File: src/rtl/uart_host_if.sv
// Host register interface for a UART core: DATA/CTRL/STATUS/CLKDIV words with a
// ready handshake, TX push / RX pop strobes and a level interrupt.
module uart_host_if #(
  parameter logic [15:0] CLKDIV_RST = 16'd867
) (
  input  logic        i_clk,
  input  logic        i_rst_n,
  input  logic [1:0]  i_addr,
  input  logic        i_we,
  input  logic        i_re,
  input  logic [31:0] i_wdata,
  output logic [31:0] o_rdata,
  output logic        o_ready,
  output logic        o_irq,
  output logic [15:0] o_clk_div,
  output logic        o_txen,
  output logic        o_rxen,
  output logic [1:0]  o_length,
  output logic        o_stop2,
  output logic        o_parity,
  output logic        o_odd,
  output logic        o_clear_txbuf,
  output logic        o_clear_rxbuf,
  output logic        o_rst_err,
  output logic [8:0]  o_data_in,
  output logic        o_txwr,
  input  logic [8:0]  i_data_out,
  output logic        o_rxrd,
  input  logic        i_txbuf_empty,
  input  logic        i_txbuf_half,
  input  logic        i_txbuf_full,
  input  logic        i_rxbuf_empty,
  input  logic        i_rxbuf_half,
  input  logic        i_rxbuf_full,
  input  logic        i_overrun_err,
  input  logic        i_parity_err
);

  localparam logic [1:0] A_DATA   = 2'd0;
  localparam logic [1:0] A_CTRL   = 2'd1;
  localparam logic [1:0] A_STATUS = 2'd2;
  localparam logic [1:0] A_CLKDIV = 2'd3;

  typedef enum logic [1:0] {IDLE, POP, CAPT, ACK} state_t;

  state_t      state, state_nxt;
  logic [10:0] ctrl;
  logic [15:0] clk_div;
  logic        tx_drop;
  logic        wr_go, rd_direct, pop_go;
  logic        drop_now, drop_clr;
  logic [8:0]  status;
  logic [31:0] rd_mux;
  logic        unused_wdata;

  assign unused_wdata = ^i_wdata[31:19];

  assign status = {tx_drop, i_parity_err, i_overrun_err,
                   i_rxbuf_full, i_rxbuf_half, i_rxbuf_empty,
                   i_txbuf_full, i_txbuf_half, i_txbuf_empty};

  // Writes win over reads; a DATA read only pops when the RX buffer holds a word.
  always_comb begin
    wr_go     = (state == IDLE) && i_we;
    rd_direct = (state == IDLE) && !i_we && i_re &&
                ((i_addr != A_DATA) || i_rxbuf_empty);
    pop_go    = (state == IDLE) && !i_we && i_re &&
                (i_addr == A_DATA) && !i_rxbuf_empty;
    drop_now  = wr_go && (i_addr == A_DATA) && i_txbuf_full;
    drop_clr  = wr_go && (i_addr == A_STATUS) && i_wdata[8];
  end

  always_comb begin
    rd_mux = 32'h0;
    unique case (i_addr)
      A_DATA:   rd_mux = 32'h8000_0000;
      A_CTRL:   rd_mux = {21'h0, ctrl};
      A_STATUS: rd_mux = {23'h0, status};
      A_CLKDIV: rd_mux = {16'h0, clk_div};
      default:  rd_mux = 32'h0;
    endcase
  end

  always_comb begin
    state_nxt = state;
    unique case (state)
      IDLE: begin
        if (wr_go || rd_direct) state_nxt = ACK;
        else if (pop_go)        state_nxt = POP;
      end
      POP:     state_nxt = CAPT;
      CAPT:    state_nxt = ACK;
      ACK:     state_nxt = IDLE;
      default: state_nxt = IDLE;
    endcase
  end

  always_ff @(posedge i_clk or negedge i_rst_n) begin
    if (!i_rst_n) state <= IDLE;
    else          state <= state_nxt;
  end

  always_ff @(posedge i_clk or negedge i_rst_n) begin
    if (!i_rst_n) begin
      ctrl          <= 11'h0;
      clk_div       <= CLKDIV_RST;
      tx_drop       <= 1'b0;
      o_rdata       <= 32'h0;
      o_irq         <= 1'b0;
      o_txwr        <= 1'b0;
      o_data_in     <= 9'h0;
      o_clear_txbuf <= 1'b0;
      o_clear_rxbuf <= 1'b0;
      o_rst_err     <= 1'b0;
    end else begin
      o_txwr        <= 1'b0;
      o_clear_txbuf <= 1'b0;
      o_clear_rxbuf <= 1'b0;
      o_rst_err     <= 1'b0;
      o_irq <= (ctrl[8] & ~i_rxbuf_empty) | (ctrl[9] & i_txbuf_empty) |
               (ctrl[10] & (i_overrun_err | i_parity_err));
      if (wr_go) begin
        unique case (i_addr)
          A_DATA: begin
            if (!i_txbuf_full) begin
              o_txwr    <= 1'b1;
              o_data_in <= i_wdata[8:0];
            end
          end
          A_CTRL: begin
            ctrl          <= i_wdata[10:0];
            o_clear_txbuf <= i_wdata[16];
            o_clear_rxbuf <= i_wdata[17];
            o_rst_err     <= i_wdata[18];
          end
          A_CLKDIV: clk_div <= i_wdata[15:0];
          default: ;
        endcase
      end
      // A drop in the same cycle as a clear request keeps the sticky flag set.
      if (drop_now)      tx_drop <= 1'b1;
      else if (drop_clr) tx_drop <= 1'b0;
      if (rd_direct)          o_rdata <= rd_mux;
      else if (state == CAPT) o_rdata <= {23'h0, i_data_out};
    end
  end

  assign o_ready   = (state == ACK);
  assign o_rxrd    = (state == POP);
  assign o_clk_div = clk_div;
  assign o_txen    = ctrl[0];
  assign o_rxen    = ctrl[1];
  assign o_length  = ctrl[3:2];
  assign o_stop2   = ctrl[4];
  assign o_parity  = ctrl[5];
  assign o_odd     = ctrl[6];

endmodule

File: config.mk
export PLATFORM = sky130hd
export DESIGN_NAME = uart_host_if
export DESIGN_NICKNAME = d
export VERILOG_FILES = /design/src/rtl/uart_host_if.sv
export SDC_FILE = /design/constraint.sdc
export NUM_CORES = 1
export LEC_CHECK = 0
export BUFFER_PORTS_ARGS = -buffer_cell sky130_fd_sc_hd__buf_2
export CAP_MARGIN = 15
export CORE_ASPECT_RATIO = 1.2
export CORE_MARGIN = 2
export CORE_UTILIZATION = 48
export DETAILED_ROUTE_END_ITERATION = 10
export GPL_TIMING_DRIVEN = 0
export PLACE_DENSITY = 0.8
export SETUP_SLACK_MARGIN = 0.05
export SLEW_MARGIN = 20
export SYNTH_ARGS = -nofsm -noshare
export SYNTH_HDL_FRONTEND = slang
export SYNTH_SLANG_ARGS = --single-unit
File: constraint.sdc
create_clock -name i_clk -period 2.13 [get_ports i_clk]
set_input_delay 0.213 -clock i_clk [delete_from_list [all_inputs] [get_ports i_clk]]
set_output_delay 0.213 -clock i_clk [all_outputs]
set_load 0.01 [all_outputs]
==> out/qor.csv <==
stage,metric,value,unit
sta,finClkSkew,6.90,ps
routing,vias,2225,
sta,fin_crit,1930,ps
place,portBuffers,95,
routing,first_iter_violations,153,
power,power.switching,1700,uW
cts,cts_root_buffer,clkbuf_8,
global_routing,grt_use_total,22.0,%
cts,htree_levels,3,
global_routing,grt_max_degree,62,
sta,fin_hold_ws,74.0,ps
cts,clock_sinks,61,
global_routing,grt_pass1_wl,11200,um
routing,drcViolationCount,0,
place,dp.cells,430,
sta,slew_headroom,47.4,%
setup_path,ff2ff_path_depth,8,
setup_path,cp.required,2350,ps
layout,nNetsFinal,421,
sta,setup_viol,0,
setup_path,ff2ff_setup_slack,200,ps
routing,vias_per_cell,4.97,
routing,drt_pass1_iterations,4,
worst_hold_path,hold_path_class,input pin to register,
cts,path_clk_slew,70,ps
yosys,synth_area,0.00294,mm^2
power,ir_drop,0.000739,V
die,row_count,31,
run_status,outcome,"complete, no violations",
yosys,synth-seq-cells,61,
die,io_pins,126,
worst_hold_path,whs_endpoint,o_clear_rxbuf$_DFF_PN0_,
global_routing,overflow,0,
setup_path,crit_path_start_kind,register,
cts,numCtsBuffers,9,
cts,clock_latency,340,ps
setup_path,cp-end-kind,register,
worst_hold_path,holdPathStages,3,
yosys,synthCells,239,
yosys,yosysSeqAreaShare,52.1,%
setup_path,timing.rr.start,state[1]$_DFFE_PN0P_,
setup_path,path_max_fanout,8,
sta,rsz0062_at_grt,false,
power,switching_share,35.3,%
setup_path,timing.rr.end,o_rdata[9]$_DFFE_PN0P_,
power,share_comb_of_total_power,39.2,%
sta,fin_setup_tns,0,ps
power,p_int,3120,uW
power,powerDensity,1270,mW/mm^2
layout,area_delta_synth_final,28.8,%
sta,tightest_slew,790,ps
sta,finalHoldViolCount,0,
die,die-area,0.00677,mm^2
sta,fin_crit_sh,90.6,%
yosys,ys_warn_count,0,
yosys,syn_avg_cell_area,12.3,um^2
place,routabilityCongestion,0.771,
layout,num_antenna_cells,0,
routing,wl_per_cell,15.9,um
routing,wl,7110,um
setup_path,path_class,register to register,
power,seq_power_share,40.9,%
power,leakagePower,0.00199,uW
sta,fmax,0.518,GHz
cts,cts_tree,yes,
cts,clockBufferDepth,2,
sta,slew_violations,0,
job,maxCapViolCount,0,
routing,antenna_left,0,
layout,n_fill_cell,515,
worst_hold_path,min_from,i_wdata[17],
die,core,0.00597,mm^2
setup_path,cp.arrival,2150,ps
yosys,synth_cell_types,37,
layout,regArea,0.00153,mm^2
global_routing,grt_pass1_vias,2272,
layout,final_cells,448,
die,die_width,75.5,um
place,hpwl,4950,um
layout,multi_input_area,0.00121,mm^2
die,die_y,89.8,um
global_routing,antenna_found_initial,0,
power,p_clk_share,19.9,%
die,initial_utilization,49.2,%
layout,layout-drive-gt1-share,51.6,%
==> through the flow <==
| stage | setup slack [ps] | instance area (um^2) | power (uW) | utilization, % |
|---|---|---|---|---|
| 2_1_floorplan | 350 | 2990 | 3140 | - |
| 3_3_place_gp | 18.2 | 3570 | 3800 | 59.8 |
| 3_5_place_dp | 5.40 | 3570 | 3870 | 59.8 |
| 4_1_cts | 191 | 3790 | 4840 | 63.4 |
| 5_1_grt | 79.3 | 3790 | 5110 | 63.4 |
| 6_report | 200 | 3790 | 4810 | 63.4 |
==> synth_stat cells (all sizes together) <==
cell type	number	share of area (%)
dfrtp	55	47
mux2	34	13
buf	30	7.4
nor2	14	1.8
a21oi	12	2.2
and3	10	2.1
nor2b	10	2.1
mux2i	9	3.1
o32a	9	3.1
inv	8	1.0
dfstp	6	5.4
a22o	5	1.5
ha	5	2.1
nand2	5	0.64
o21ai	4	0.68
a221o	2	0.68
and4b	2	0.68
nand2b	2	0.43
nand4b	2	0.81
o31ai	2	0.51
a21o	1	0.26
a221oi	1	0.51
a31o	1	0.30
a41oi	1	0.30
and3b	1	0.30
clkbuf	1	0.13
conb	1	0.13
nand3	1	0.17
nand4	1	0.43
nor3	1	0.17
nor3b	1	0.26
nor4	1	0.72
or3	1	0.38
==> power groups by stage <==
stage / combinational, uW / clock [uW] / sequential [uW]
5_1_grt: 2050 / 1020 / 2040
6_report: 1890 / 957 / 1970
3_5_place_dp: 1890 / 0 / 1990
2_1_floorplan: 982 / 0 / 2160
3_3_place_gp: 1840 / 0 / 1970
4_1_cts: 1900 / 968 / 1970
==> worst max-delay path, cell delays in order, from the launching register on <==
cell and delay [ps]:
dfrtp_1 400, inv_1 100, ha_1 180, buf_4 160, and3b_1 190, buf_6 140, and3_1 170, buf_2 160
a221o_1 310
==> area by class of cell <==
type,instances,share of cell area [%]
flip-flops and latches,61,40.5
multi-input cells,153,31.9
repair buffers,97,13.4
plain buffers,31,5.84
clock buffers,11,3.99
well taps,82,2.71
clock inverters,5,0.891
inverters,8,0.792
==> cell families (layout without fill, tap and decap cells) <==
kind of cell             count (synthesis)  after routing  synth area share (%)
AO/OA/AOI/OAI                           38             38                  9.95
adder cells (fa/ha/maj)                  5              5                  2.13
buffers and inverters                   39            152                  8.55
flip-flops                              61             61                  52.1
multiplexers                            43             43                  16.1
other                                    1             15                 0.127
AND/OR/NAND/NOR                         52             52                  11.0
==> worst max path at each step <==
stage,end,startpoint,slack [ps],cells past startpoint
after CTS,o_rdata[0]$_DFFE_PN0P_,state[1]$_DFFE_PN0P_,190,8
after detailed placement,o_data_in[4]$_DFFE_PN0P_,state[1]$_DFFE_PN0P_,5,6
after floorplan,o_rdata[9]$_DFFE_PN0P_,state[0]$_DFFE_PN0P_,350,8
after global placement,o_data_in[8]$_DFFE_PN0P_,state[1]$_DFFE_PN0P_,20,6
after global routing,o_rdata[7]$_DFFE_PN0P_,state[1]$_DFFE_PN0P_,80,8
final,o_rdata[9]$_DFFE_PN0P_,state[1]$_DFFE_PN0P_,200,8
==> layer usage <==
layer / track usage (%) / wire length (um) / up-vias
li1: - / - / 1061
met3: 6.50 / 477 / 11
met4: 8.19 / 131 / 0
met5: 0 / 0 / -
met1: 29.1 / 3040 / 1076
met2: 33.8 / 3450 / 77
==> registers in the layout (all words and copies together), names as in the netlist <==
| register | cells |
|---|---|
| o_irq | 1 |
| tx_drop | 1 |
| o_data_in | 9 |
| o_rdata | 17 |
| o_clk_div | 16 |
| state | 2 |
| o_clear_rxbuf | 1 |
| o_clear_txbuf | 1 |
| ctrl | 11 |
| o_rst_err | 1 |
| o_txwr | 1 |
==> layout by cell type (no fill, tap or decap), drive strengths merged, types with 2 or more instances in the layout <==
cell and instances:
o32a 9, nor2 14, and3 10, dfstp 6
dfrtp 55, nand4b 2, o21ai 4, nand2b 2
conb 15, a21oi 12, mux2 34, a221o 2
o31ai 2, clkinvlp 2, nand2 5, buf 126
a22o 5, nor2b 10, mux2i 9, and4b 2
clkinv 2, inv 9, ha 5, clkbuf 12
==> timing repair <==
item / CTS / global route
hold buffers: 1 / 0
resized for setup: 0 / 0
buffers inserted: 1 / 0
hold endpoints to repair: 55 / 0
setup endpoints to repair: 9 / 0
Power figures use the tool's default switching activity.
